===== src/rtl/seg7_pkg.sv =====
// Shared constants for seven-segment capture and decode blocks.
// Segment bit order is gfedcba, 1 = segment lit.
package seg7_pkg;

    localparam logic [6:0] SEG_0     = 7'b0111111;
    localparam logic [6:0] SEG_1     = 7'b0000110;
    localparam logic [6:0] SEG_2     = 7'b1011011;
    localparam logic [6:0] SEG_3     = 7'b1001111;
    localparam logic [6:0] SEG_4     = 7'b1100110;
    localparam logic [6:0] SEG_5     = 7'b1101101;
    localparam logic [6:0] SEG_6     = 7'b1111101;
    localparam logic [6:0] SEG_7     = 7'b0000111;
    localparam logic [6:0] SEG_8     = 7'b1111111;
    localparam logic [6:0] SEG_9     = 7'b1101111;
    localparam logic [6:0] SEG_BLANK = 7'b0000000;

    typedef enum logic [1:0] {
        IDLE   = 2'd0,
        SETTLE = 2'd1,
        LOCKED = 2'd2
    } state_t;

endpackage


===== src/rtl/seg7_lut.sv =====
// Combinational seven-segment decoder. is_valid flags a recognised digit
// pattern only; blank is reported separately and any range limit on the
// digit is left to the user of this block.
module seg7_lut
    import seg7_pkg::*;
(
    input  logic [6:0] seg,
    output logic [3:0] digit,
    output logic       is_blank,
    output logic       is_valid
);

    // Pattern to digit lookup; unknown patterns decode as invalid digit 0.
    always_comb begin
        digit    = 4'd0;
        is_valid = 1'b1;
        is_blank = (seg == SEG_BLANK);
        case (seg)
            SEG_0:   digit = 4'd0;
            SEG_1:   digit = 4'd1;
            SEG_2:   digit = 4'd2;
            SEG_3:   digit = 4'd3;
            SEG_4:   digit = 4'd4;
            SEG_5:   digit = 4'd5;
            SEG_6:   digit = 4'd6;
            SEG_7:   digit = 4'd7;
            SEG_8:   digit = 4'd8;
            SEG_9:   digit = 4'd9;
            default: is_valid = 1'b0;
        endcase
    end

endmodule


===== src/rtl/seg7_capture.sv =====
// Debounces a seven-segment display bus and turns digit changes into a
// valid/ready event stream with rollover, blank, error and overrun flags.
//
// state  | meaning
// -------+-----------------------------------------------------------
// IDLE   | nothing accepted since reset (or reset release not yet synced)
// SETTLE | counting consecutive identical samples of a candidate pattern
// LOCKED | candidate accepted; waiting for the bus to change
module seg7_capture
    import seg7_pkg::*;
#(
    parameter int unsigned STABLE_CYCLES = 4,
    parameter int unsigned MAX_DIGIT     = 5
) (
    input  logic       clk,
    input  logic       reset,
    input  logic [6:0] seg,
    input  logic       out_ready,
    output logic       out_valid,
    output logic [3:0] digit,
    output logic       wrap,
    output logic       blank,
    output logic       err,
    output logic       overrun
);

    localparam logic [3:0] STABLE_C = 4'(STABLE_CYCLES);
    localparam logic [3:0] MAX_C    = 4'(MAX_DIGIT);

    logic [1:0] rst_sync;
    logic       run;
    logic [6:0] samp;
    state_t     state_q, state_d;
    logic [6:0] cand_q, cand_d;
    logic [3:0] cnt_q, cnt_d, cnt_inc;
    logic       accept;
    logic [3:0] lut_digit;
    logic       lut_blank, lut_valid;
    logic       dig_ok, is_event, is_wrap;
    logic [3:0] last_q;
    logic       have_q;

    // Reset release is brought onto clk before the FSM may leave IDLE.
    always_ff @(posedge clk or negedge reset) begin
        if (!reset) rst_sync <= 2'b00;
        else        rst_sync <= {rst_sync[0], 1'b1};
    end

    assign run = rst_sync[1];

    // Single input register; every decision below looks only at samp.
    always_ff @(posedge clk or negedge reset) begin
        if (!reset) samp <= 7'd0;
        else        samp <= seg;
    end

    seg7_lut u_lut (
        .seg      (samp),
        .digit    (lut_digit),
        .is_blank (lut_blank),
        .is_valid (lut_valid)
    );

    // FSM state, candidate pattern and stability count registers.
    always_ff @(posedge clk or negedge reset) begin
        if (!reset) begin
            state_q <= IDLE;
            cand_q  <= 7'd0;
            cnt_q   <= 4'd0;
        end else begin
            state_q <= state_d;
            cand_q  <= cand_d;
            cnt_q   <= cnt_d;
        end
    end

    // Next state: cand holds the pattern being counted, or the accepted one
    // while LOCKED, so a single compare serves both stability and re-lock.
    always_comb begin
        state_d = state_q;
        cand_d  = cand_q;
        cnt_d   = cnt_q;
        accept  = 1'b0;
        cnt_inc = (cnt_q >= STABLE_C) ? STABLE_C : cnt_q + 4'd1;
        case (state_q)
            IDLE: begin
                if (run) begin
                    cand_d  = samp;
                    cnt_d   = 4'd1;
                    state_d = SETTLE;
                    if (cnt_d >= STABLE_C) begin
                        accept  = 1'b1;
                        state_d = LOCKED;
                    end
                end
            end
            SETTLE: begin
                cand_d = samp;
                cnt_d  = (samp == cand_q) ? cnt_inc : 4'd1;
                if (cnt_d >= STABLE_C) begin
                    accept  = 1'b1;
                    state_d = LOCKED;
                end
            end
            LOCKED: begin
                if (samp != cand_q) begin
                    cand_d  = samp;
                    cnt_d   = 4'd1;
                    state_d = SETTLE;
                    if (cnt_d >= STABLE_C) begin
                        accept  = 1'b1;
                        state_d = LOCKED;
                    end
                end
            end
            default: begin
                state_d = IDLE;
                cnt_d   = 4'd0;
            end
        endcase
    end

    // have_q makes the first digit after reset an event even when it is 0.
    assign dig_ok   = lut_valid && (lut_digit <= MAX_C);
    assign is_event = accept && dig_ok && (!have_q || (lut_digit != last_q));
    assign is_wrap  = have_q && (last_q == MAX_C) && (lut_digit == 4'd0);

    // Accepted-pattern bookkeeping and the output event register.
    always_ff @(posedge clk or negedge reset) begin
        if (!reset) begin
            last_q    <= 4'd0;
            have_q    <= 1'b0;
            out_valid <= 1'b0;
            digit     <= 4'd0;
            wrap      <= 1'b0;
            blank     <= 1'b0;
            err       <= 1'b0;
            overrun   <= 1'b0;
        end else begin
            err <= accept && !lut_blank && !dig_ok;
            if (accept && lut_blank) begin
                blank <= 1'b1;
            end else if (accept && dig_ok) begin
                blank  <= 1'b0;
                last_q <= lut_digit;
                have_q <= 1'b1;
            end
            if (is_event) begin
                out_valid <= 1'b1;
                digit     <= lut_digit;
                wrap      <= is_wrap;
                if (out_valid && !out_ready) overrun <= 1'b1;
            end else if (out_valid && out_ready) begin
                out_valid <= 1'b0;
            end
        end
    end

endmodule


===== config.mk =====
export PLATFORM = sky130hd
export DESIGN_NAME = seg7_capture
export DESIGN_NICKNAME = d
export VERILOG_FILES = /design/src/rtl/seg7_pkg.sv /design/src/rtl/seg7_lut.sv /design/src/rtl/seg7_capture.sv
export SDC_FILE = /design/constraint.sdc
export NUM_CORES = 1
export LEC_CHECK = 0
export ABC_AREA = 1
export CAP_MARGIN = 25
export CORE_MARGIN = 2
export CORE_UTILIZATION = 60
export DETAILED_ROUTE_END_ITERATION = 8
export MAX_ROUTING_LAYER = met4
export PLACE_DENSITY = 0.85
export SYNTH_ARGS = -nofsm -noshare
export SYNTH_HDL_FRONTEND = slang
export SYNTH_SLANG_ARGS = --single-unit
export TNS_END_PERCENT = 100

===== constraint.sdc =====
create_clock -name clk -period 3.71 [get_ports clk]
set_input_delay 0.742 -clock clk [delete_from_list [all_inputs] [get_ports clk]]
set_output_delay 0.742 -clock clk [all_outputs]
set_load 0.02 [all_outputs]

==> out/metrics.yaml <==
critical_path:
  cpMaxStageDelayCell: "clkdlybuf4s50_1"
  critPathBufInv: 1
  rr_endpoint: "digit[2]"
  regToRegSetupSlack_ns: 1.71
  r2r_cells: 14
  critPathLaunch: "digit[2]"
  path_delay_family: "buffers and inverters"
  path_max_fanout: 2
  crit_type: "reg2out"
  cp_data_arrival_time_ns: 1.33
  crit_end: "digit[2]"
  regToRegStartpoint: "samp[5]"
  worstSetupStartpointType: "register"
  critPathRequiredTime_ns: 2.97
  critical_path_depth: 1
  crit_path_cell_trace: "clkdlybuf4s50_1"
  cp_slowest_stage_delay_ns: 0.61
  endpoint_kind: "output pin"
global_route:
  overflow: 0
  antenna_found_initial: 0
  grt_max_degree: 37
  first_global_vias: 1269
  grtUsageTotal_pct: 21.66
  grt_pass1_wl_um: 5278
status:
  status: "completed"
die:
  fp.dieW_um: 58.48
  die_area_um2: 3419
  initial_core_util_pct: 64.01
  die_y_um: 58.48
  fp.coreArea_um2: 2781
  num_io_pins: 19
  placementRows: 19
timing:
  tns_ns: 0
  slew_viol_final: 0
  fmax_mhz: 482.1
  finalCritPeriodShare_pct: 55.91
  setup_viol: 0
  fin_hold_ws_ns: 0.3602
  layout_setup_ws_ns: 1.636
  period_needed_ns: 2.074
  finalHoldViolations: 0
  rsz0062_at_grt: "no"
  clock_skew_ns: 0.01150
drt:
  route.detailed.drc: 0
  first_pass_iters: 4
  drt_iter0_drc: 70
  wl_per_cell_um: 11.68
  routed_wl_um: 3073
  viasPerCell: 5.221
  drt.antenna.violating_nets: 0
  vias: 1373
clock_tree:
  ctsResizeCount: 0
  cts_tree: "built"
  clk_pin_slew_ns: 0.10
  cts_htree_levels: 2
  ctsHoldBuffers: 0
  cts_setup_buffers: 0
  numCtsBuffers: 5
  clock-root-buffer: "clkbuf_4"
  clk_path_buf_depth: 2
  clk_latency_ns: 0.35
  clock_sinks: 36
yosys:
  synth_seq_cells: 36
  syn_nets: 220
  synth_largest_area_cell: "dfrtp_1"
  netlist_top_cells_area: "dfrtp_1, nand2_1, nor2_1"
  syn_inst: 209
  yosysWarnings: 0
  async_flop_share_pct: 100.0
  synth_edf_count: 0
  synth_top_area_share_pct: 50.60
  ys_types: 27
  synthFlopType: "dfrtp_1"
  postSynthAreaPerCell_um2: 8.519
  syn_area_um2: 1780
  yosysSeqAreaShare_pct: 50.60
placed_design:
  hpwlAfterDp_um: 2376
  portBuffers: 18
  gp_congestion: 0.9212
  place_ws_ns: 1.744
  placed_cells: 255
run:
  cap_viol_max_count: 0
cells_and_area:
  finalNonFillerCells: 263
  layout.nets: 242
  final_layout_size_suffix_gt1_share_pct: 13.36
  area_delta_synth_final_pct: 13.84
  diodes: 0
power:
  leakage_nw: 0.9865
  p_per_area_nw_per_um2: 340.3
  ir_drop_mv: 0.3575
worst_hold_path:
  hold_path.class: "reg2reg"
-- registers in the layout, summed over array words and instances (netlist names) --
name and cells:
blank 1, cnt_q 4, rst_sync 2, samp 7
cand_q 7, overrun 1, last_q 4, have_q 1
err 1, wrap 1, digit 4, out_valid 1
state_q 2
-- layer usage --
layer	GRT usage, %	wire length, um
met3	7.692	179
met5	-	0
met4	10.63	54
met1	24.85	1355
met2	33.71	1483
-- metrics by stage --
stage / power, mW / instance area, um2 / utilization (%)
after floorplan: 0.4616 / 1780 / -
final: 0.6898 / 2027 / 72.87
after CTS: 0.6971 / 2027 / 72.87
after global placement: 0.4827 / 1968 / 70.76
after detailed placement: 0.4856 / 1968 / 70.76
after global routing: 0.7207 / 2027 / 72.87
-- placed cells by master, fill, tap and decap left out, drive strengths merged --
| cell | n |
|---|---|
| nand2 | 61 |
| dfrtp | 36 |
| nor2 | 28 |
| inv | 26 |
| clkdlybuf4s50 | 18 |
| o21ai | 17 |
| nand3 | 16 |
| clkbuf | 8 |
| xnor2 | 6 |
| nand4 | 5 |
| xor2 | 2 |
| or2 | 1 |
| o211ai | 1 |
| nand3b | 1 |
| or3 | 1 |
| a21boi | 1 |
| nor3 | 1 |
| ha | 1 |
| buf | 1 |
| conb | 1 |
-- synthesized netlist by cell type, types with 2 or more instances --
cell type	count
nand3_1	13
o21ai_1	5
inv_2	5
inv_1	21
nor2_1	22
xor2_1	2
nand4_1	5
buf_6	3
nor2_2	4
nand2_1	53
xnor2_1	5
nand3_2	3
nor2_4	2
o21ai_0	12
dfrtp_1	36
nand2_2	7
-- cells by family after synthesis --
group	synth area share, %
buffers and inverters	7.660
other	0.2106
and+or+nand+nor	30.08
AOI/OAI and AO/OA	6.395
adders and majority gates	0.7026
xor gates and xnor gates	4.357
DFF	50.60
-- power by group --
| group | internal (mW) | leakage [nW] | switching [mW] |
|---|---|---|---|
| combinational | 0.0260 | 0.502 | 0.0330 |
| sequential | 0.405 | 0.452 | 0.0133 |
| clock | 0.0934 | 0.0326 | 0.119 |
| total | 0.524 | 0.986 | 0.166 |
-- worst min path at each step --
stage	from	end	slack, ns	cells after the start
2_1_floorplan	rst_sync[0]	rst_sync[1]	0.33	0
3_3_place_gp	rst_sync[0]	rst_sync[1]	0.34	0
3_5_place_dp	rst_sync[0]	rst_sync[1]	0.34	0
4_1_cts	rst_sync[0]	rst_sync[1]	0.36	0
5_1_grt	rst_sync[0]	rst_sync[1]	0.38	0
6_report	rst_sync[0]	rst_sync[1]	0.36	0
-- layout make-up --
class                   instances  area (um2)
flip-flops and latches         36       900.9
fillers                       220       754.5
multi-input cells             143       743.2
repair buffers                 19       187.7
inverters                      26       97.59
clock buffers                   8       58.81
well taps                      31       38.79
(Power assumes the default switching activity.)
